**src/rtl/sw_debounce_pkg.sv**
```systemverilog
// ---------------------------------------------------------------------------
// sw_debounce_pkg
// Shared definitions for the switch debounce bank.
//   - Default parameter values for the bank and its channels.
//   - ch_state_e: the implicit per-channel state (counter idle / counting).
//   - min_cnt_w(): smallest counter width that can hold DEBOUNCE-1. The top
//     level uses it for an elaboration-time width check.
// ---------------------------------------------------------------------------
package sw_debounce_pkg;

    localparam int DEF_N_CH        = 4;
    localparam int DEF_SYNC_STAGES = 2;
    localparam int DEF_DEBOUNCE    = 16;
    localparam int DEF_CNT_W       = 8;

    // STABLE means the counter is idle (zero); any non-zero count is COUNTING.
    typedef enum logic {
        ST_STABLE   = 1'b0,
        ST_COUNTING = 1'b1
    } ch_state_e;

    // The counter must reach DEBOUNCE-1, so 2**w has to be at least DEBOUNCE.
    function automatic int min_cnt_w(input int debounce);
        int w;
        w = 1;
        while ((1 << w) < debounce) begin
            w++;
        end
        return w;
    endfunction

endpackage

```
**src/rtl/sw_debounce_ch.sv**
```systemverilog
// ---------------------------------------------------------------------------
// sw_debounce_ch
// One switch channel: synchroniser, optional inversion, stability counter,
// registered debounced level and one-cycle rise/fall pulses.
// Optional feature macro: SW_DEBOUNCE_TOGGLE_EN adds the push-on/push-off
// output tog_out.
//
// Ports:
//   clk        - system clock, rising edge
//   rst_n      - asynchronous active-low reset
//   en         - debounce enable; low clears the counter and holds the level
//   sw_in      - raw asynchronous switch level
//   inv_mask   - 1 inverts the synchronised level before debouncing
//   sw_out     - debounced level
//   rise_pulse - one cycle high when sw_out goes 0->1
//   fall_pulse - one cycle high when sw_out goes 1->0
//   busy       - counter is non-zero
//   tog_out    - (SW_DEBOUNCE_TOGGLE_EN only) flips on each rise_pulse
// ---------------------------------------------------------------------------
import sw_debounce_pkg::*;

module sw_debounce_ch #(
    parameter int SYNC_STAGES = DEF_SYNC_STAGES,
    parameter int DEBOUNCE    = DEF_DEBOUNCE,
    parameter int CNT_W       = DEF_CNT_W
) (
    input  logic clk,
    input  logic rst_n,
    input  logic en,
    input  logic sw_in,
    input  logic inv_mask,
    output logic sw_out,
    output logic rise_pulse,
    output logic fall_pulse,
`ifdef SW_DEBOUNCE_TOGGLE_EN
    output logic tog_out,
`endif
    output logic busy
);

    localparam logic [CNT_W-1:0] CNT_MAX = CNT_W'(DEBOUNCE - 1);

    logic [SYNC_STAGES-1:0] sync_q;
    logic [CNT_W-1:0]       cnt_q, cnt_d;
    logic                   level_q, level_d;
    logic                   rise_q, rise_d;
    logic                   fall_q, fall_d;
    logic                   raw;
    ch_state_e              state;
`ifdef SW_DEBOUNCE_TOGGLE_EN
    logic                   tog_q, tog_d;
`endif

    // The synchroniser keeps shifting even while en is low, so re-enabling
    // always starts from a fresh sample of the pin.
    assign raw   = sync_q[SYNC_STAGES-1] ^ inv_mask;
    assign state = (cnt_q == '0) ? ST_STABLE : ST_COUNTING;

    always_ff @(posedge clk or negedge rst_n) begin
        if (!rst_n) begin
            sync_q  <= '0;
            cnt_q   <= '0;
            level_q <= 1'b0;
            rise_q  <= 1'b0;
            fall_q  <= 1'b0;
`ifdef SW_DEBOUNCE_TOGGLE_EN
            tog_q   <= 1'b0;
`endif
        end else begin
            sync_q  <= {sync_q[SYNC_STAGES-2:0], sw_in};
            cnt_q   <= cnt_d;
            level_q <= level_d;
            rise_q  <= rise_d;
            fall_q  <= fall_d;
`ifdef SW_DEBOUNCE_TOGGLE_EN
            tog_q   <= tog_d;
`endif
        end
    end

    // A level change commits only after DEBOUNCE consecutive disagreeing
    // cycles; any agreeing cycle in between drops the count back to zero, so
    // a bounce never produces a pulse. The counter is capped at DEBOUNCE-1.
    always_comb begin
        cnt_d   = cnt_q;
        level_d = level_q;
        rise_d  = 1'b0;
        fall_d  = 1'b0;
`ifdef SW_DEBOUNCE_TOGGLE_EN
        tog_d   = tog_q;
`endif
        if (!en) begin
            cnt_d = '0;
        end else begin
            case (state)
                ST_STABLE: begin
                    if (raw != level_q) begin
                        cnt_d = CNT_W'(1);
                    end
                end
                ST_COUNTING: begin
                    if (raw == level_q) begin
                        cnt_d = '0;
                    end else if (cnt_q == CNT_MAX) begin
                        cnt_d   = '0;
                        level_d = raw;
                        rise_d  = raw;
                        fall_d  = ~raw;
`ifdef SW_DEBOUNCE_TOGGLE_EN
                        tog_d   = tog_q ^ raw;
`endif
                    end else begin
                        cnt_d = cnt_q + 1'b1;
                    end
                end
                default: cnt_d = '0;
            endcase
        end
    end

    always_comb begin
        sw_out     = level_q;
        rise_pulse = rise_q;
        fall_pulse = fall_q;
        busy       = (state == ST_COUNTING);
`ifdef SW_DEBOUNCE_TOGGLE_EN
        tog_out    = tog_q;
`endif
    end

endmodule

```
**src/rtl/sw_debounce_bank.sv**
```systemverilog
// ---------------------------------------------------------------------------
// sw_debounce_bank
// N_CH independent debounced switch channels with optional inversion and
// rise/fall pulses. Optional feature macro: SW_DEBOUNCE_TOGGLE_EN adds the
// per-channel push-on/push-off output tog_out.
//
// Ports:
//   clk        - system clock, rising edge
//   rst_n      - asynchronous active-low reset
//   en         - debounce enable for all channels
//   sw_in      - raw asynchronous switch levels [N_CH]
//   inv_mask   - per-channel inversion, quasi-static [N_CH]
//   sw_out     - debounced levels [N_CH]
//   rise_pulse - one-cycle pulse per channel on sw_out 0->1 [N_CH]
//   fall_pulse - one-cycle pulse per channel on sw_out 1->0 [N_CH]
//   tog_out    - (SW_DEBOUNCE_TOGGLE_EN only) toggle latches [N_CH]
//   busy       - any channel counter non-zero
// ---------------------------------------------------------------------------
import sw_debounce_pkg::*;

module sw_debounce_bank #(
    parameter int N_CH        = DEF_N_CH,
    parameter int SYNC_STAGES = DEF_SYNC_STAGES,
    parameter int DEBOUNCE    = DEF_DEBOUNCE,
    parameter int CNT_W       = DEF_CNT_W
) (
    input  logic            clk,
    input  logic            rst_n,
    input  logic            en,
    input  logic [N_CH-1:0] sw_in,
    input  logic [N_CH-1:0] inv_mask,
    output logic [N_CH-1:0] sw_out,
    output logic [N_CH-1:0] rise_pulse,
    output logic [N_CH-1:0] fall_pulse,
`ifdef SW_DEBOUNCE_TOGGLE_EN
    output logic [N_CH-1:0] tog_out,
`endif
    output logic            busy
);

    logic [N_CH-1:0] busy_ch;

    if (CNT_W < min_cnt_w(DEBOUNCE)) begin : g_bad_cnt_w
        $error("sw_debounce_bank: CNT_W too small to count to DEBOUNCE-1");
    end

    for (genvar i = 0; i < N_CH; i++) begin : g_ch
        sw_debounce_ch #(
            .SYNC_STAGES(SYNC_STAGES),
            .DEBOUNCE   (DEBOUNCE),
            .CNT_W      (CNT_W)
        ) u_ch (
            .clk       (clk),
            .rst_n     (rst_n),
            .en        (en),
            .sw_in     (sw_in[i]),
            .inv_mask  (inv_mask[i]),
            .sw_out    (sw_out[i]),
            .rise_pulse(rise_pulse[i]),
            .fall_pulse(fall_pulse[i]),
`ifdef SW_DEBOUNCE_TOGGLE_EN
            .tog_out   (tog_out[i]),
`endif
            .busy      (busy_ch[i])
        );
    end

    // Derived straight from the counter registers, so no added latency.
    assign busy = |busy_ch;

endmodule
```
**config.mk**
```make
export PLATFORM = sky130hd
export DESIGN_NAME = sw_debounce_bank
export DESIGN_NICKNAME = d
export VERILOG_FILES = /design/src/rtl/sw_debounce_pkg.sv /design/src/rtl/sw_debounce_ch.sv /design/src/rtl/sw_debounce_bank.sv
export SDC_FILE = /design/constraint.sdc
export NUM_CORES = 1
export LEC_CHECK = 0
export CORE_MARGIN = 5
export CORE_UTILIZATION = 51
export DETAILED_ROUTE_END_ITERATION = 10
export GPL_TIMING_DRIVEN = 0
export PLACE_DENSITY_LB_ADDON = 0.08
export RECOVER_POWER = 25
export SYNTH_ARGS = -nofsm -noshare
export SYNTH_HDL_FRONTEND = slang
export SYNTH_SLANG_ARGS = --single-unit
```
**constraint.sdc**
```tcl
create_clock -name clk -period 2 [get_ports clk]
set_input_delay 0.4 -clock clk [delete_from_list [all_inputs] [get_ports clk]]
set_output_delay 0.4 -clock clk [all_outputs]
set_load 0.01 [all_outputs]
```
==> results of run 1 <==
metrics by stage:
| step | util | total power, mW | hold WS, ns | setup TNS (ns) | setup WS (ns) |
|---|---|---|---|---|---|
| 4_1_cts | 0.633 | 2.04 | 0.00652 | -0.542 | -0.542 |
| 5_1_grt | 0.633 | 2.11 | 0.248 | -0.581 | -0.581 |
| 6_report | 0.633 | 2.01 | 0.152 | -0.534 | -0.534 |
| 3_3_place_gp | 0.584 | 1.37 | 0.332 | -53.34 | -1.02 |
| 2_1_floorplan | - | 1.28 | 0.104 | -0.0853 | -0.0853 |
| 3_5_place_dp | 0.587 | 1.38 | 0.335 | -0.652 | -0.652 |
final cells by class:
cell class	count	area, sq um
clock buffer	7	86.3
timing repair buffer	39	340
tap	70	87.6
buffer	14	97.6
inverter	14	52.6
sequential	52	1300
multi-input combinational	174	1240
fill	439	1860
clock inverter	1	7.51
registers in the layout (all words and copies together) (netlist names):
| register | flops |
|---|---|
| g_ch.u_ch.cnt_q | 32 |
| g_ch.u_ch.sync_q | 8 |
| g_ch.u_ch.fall_pulse | 4 |
| g_ch.u_ch.rise_pulse | 4 |
| g_ch.u_ch.sw_out | 4 |
layer usage:
metal	vias to the layer above	global-route usage
met2	32	0.293
met3	5	0.0401
li1	1007	-
met4	0	0.0498
met1	993	0.222
met5	-	0
cell usage in the layout, fill, tap and decap left out, drive strengths merged, types with 8 or more instances in the layout:
master,count
dfrtp,52
clkbuf,11
xnor2,11
inv,14
o21ai,15
nand3,15
ha,8
nor2,8
or3,14
nor4,8
a21oi,8
clkdlybuf4s50,16
nand2,23
nor3,13
a211oi,10
buf,29
power by group through the flow:
stage	Sequential (mW)	Combinational [mW]	Clock, mW
after floorplan	1.11	0.167	0
after global placement	1.12	0.251	0
after detailed placement	1.12	0.259	0
after CTS	1.09	0.307	0.640
after global routing	1.10	0.334	0.680
final	1.09	0.302	0.616
cell families after synthesis:
logic type | count (synthesis) | synth area share
adders and majority gates | 8 | 0.0378
and+or+nand+nor | 101 | 0.211
xor gates and xnor gates | 19 | 0.0854
DFF | 52 | 0.491
buffers and inverters | 28 | 0.0566
muxes | 4 | 0.0151
AOI/OAI and AO/OA | 42 | 0.103
worst max-delay path: cells and delay by family (launching register included):
| kind | cells | cell delay, ns |
|---|---|---|
| fa+ha+maj | 1 | 0.13 |
| buf+inv | 2 | 0.22 |
| flops | 1 | 0.39 |
| simple gates | 3 | 1.09 |
final timing paths:
| check | startpoint | endpoint | slack, ns |
|---|---|---|---|
| max | g_ch[2].u_ch.cnt_q[0]$_DFFE_PN0P_ | busy | -0.53 |
| min | rst_n | g_ch[2].u_ch.sync_q[0]$_DFF_PN0_ | 0.15 |
| max reg2reg | g_ch[0].u_ch.cnt_q[6]$_DFFE_PN0P_ | g_ch[0].u_ch.cnt_q[2]$_DFFE_PN0P_ | 0.21 |
| min reg2reg | g_ch[1].u_ch.sync_q[0]$_DFF_PN0_ | g_ch[1].u_ch.sync_q[1]$_DFF_PN0_ | 0.35 |
| max in group asynchronous | rst_n | g_ch[1].u_ch.sw_out$_DFFE_PN0P_ | 0.47 |
| min in group clk | g_ch[1].u_ch.sync_q[0]$_DFF_PN0_ | g_ch[1].u_ch.sync_q[1]$_DFF_PN0_ | 0.35 |
repair_timing:
item                                    CTS  global route
gates resized for setup                  11             2
endpoints found under the setup margin    1             1
endpoints found under the hold margin     0             0
pin swaps                                 6             2
buffers inserted                         15             1
==> results.py, run 1 <==
metrics = {
    "routing": {
        "top_layer_used": "met4",
        "wirelength_met1_um": 2380,
        "drt_iter0_markers": 71,
        "wl_per_cell_um": 14.0,
        "dr_total_vias": 2037,
        "viasPerCell": 5.49,
        "wl_met2_um": 2600,
        "dr.pass1.iters": 4,
        "routed-wl-met3_um": 152,
        "ant_nets": 0,
        "routed_wl_um": 5190,
        "drc": 0,
    },
    "place": {
        "gp_congestion": 0.764,
        "dp_cells": 347,
        "port_buffers": 22,
        "dp.final_hpwl_um": 3550,
        "placed_area_sq_um": 2980,
    },
    "global_route": {
        "grt_max_degree": 38,
        "globalRoute.totalOverflow": 0,
        "grtUsageTotal": 0.173,
        "grt_pass1_wl_um": 9050,
        "grt_pass1_vias": 2005,
        "antenna_found_initial": 0,
    },
    "timing": {
        "fin_crit_ns": 2.53,
        "hold_violations": 0,
        "max-slew-margin-rel": 0.397,
        "max_freq_mhz": 395,
        "rsz0062_at_grt": "yes",
        "worstMarginPinSlew_ns": 0.904,
        "setup-violations-final": 1,
        "skew_ns": 0.0112,
        "fin_crit_sh": 1.27,
        "slew_viol_final": 0,
        "worst_slack_ns": -0.534,
    },
    "power_and_ir_drop": {
        "combinationalPowerShare": 0.150,
        "netSwitchingPower_mw": 0.505,
        "leakage_nw": 1.45,
        "ir_drop_mv": 0.361,
        "clkPwrFrac": 0.307,
        "internal-power_mw": 1.51,
        "sw_frac_of_total": 0.251,
        "power_frac_seq": 0.543,
        "powerDensity_nw_per_um2": 626,
    },
    "run_status": {
        "violations": "setup timing",
        "status": "complete, but fails checks",
    },
    "yosys": {
        "synthArstFlopShare": 1.00,
        "ys_seq_area_frac": 0.491,
        "synth_area_leaders": "dfrtp_1, ha_1, xnor2_1",
        "synthMostInstantiatedCell": "dfrtp_1",
        "synth-edff-count": 0,
        "syn-cell-area_sq_um": 2650,
        "syn_area_per_cell_sq_um": 10.4,
        "synthTopCellsByCount": "dfrtp_1, nand2_1, nand3_1, o21ai_0",
        "yosys_warnings": 0,
        "yosys.area.top_type": "dfrtp_1",
        "synth_seq_cells": 52,
        "synth_ff_type": "dfrtp_1",
        "synth_nets": 273,
        "syn-instance-count": 254,
        "ys_types": 33,
        "yosys.area.top_type_share": 0.491,
    },
    "clock_network": {
        "clockBufferDepth": 2,
        "cts_made_buffers": 5,
        "clkTransAtPathRegs_ns": 0.09,
        "clk_latency_ns": 0.30,
        "cts_tree": "yes",
        "htreeDepth": 2,
        "root_buffer": "clkbuf_8",
        "cts.sinks": 52,
        "cts.hold.buffers_added": 0,
    },
    "floorplan": {
        "io_pins": 24,
        "coreArea_sq_um": 5070,
        "dieWidth_um": 82.1,
        "initial_core_util": 0.522,
        "die_y_um": 82.1,
        "num_rows": 26,
        "die_area_sq_um": 6740,
    },
    "min_path": {
        "hold_class": "primary input to asynchronous set/reset pin",
    },
    "setup_path": {
        "r2r_cells": 4,
        "endpoint_kind": "output pin",
        "slowest_delay_ns": 0.48,
        "start_kind": "flip-flop",
        "cp_max_fo": 2,
        "crit_chain": "inv_2 > ha_4 > or3b_4 > or2_4 > or4_4 > buf_6",
        "critPathArrivalTime_ns": 2.13,
        "slowest_stage": "or4_4",
        "critPathKind": "flip-flop to output pin",
        "required_ns": 1.60,
    },
    "final_layout": {
        "antennaDiodeCount": 0,
        "fin_area_sq_um": 3210,
        "instances_no_fill": 371,
        "syn_to_final_growth_pct": 21.1,
        "drive_gt1_frac": 0.179,
        "nNetsFinal": 319,
    },
    "flow_run": {
        "max-cap-violations": 0,
    },
}
No activity file was read; power rests on OpenSTA's default activity.
==> inputs of run 2 (changes only) <==
--- a/config.mk
+++ b/config.mk
@@ -7,6 +7,7 @@
 export LEC_CHECK = 0
 export CORE_MARGIN = 5
 export CORE_UTILIZATION = 51
+export CTS_CLUSTER_DIAMETER = 150
 export DETAILED_ROUTE_END_ITERATION = 10
 export GPL_TIMING_DRIVEN = 0
 export PLACE_DENSITY_LB_ADDON = 0.08
==> results of run 2 <==
Final layout, timing and power as in run 1 (identical DEF).
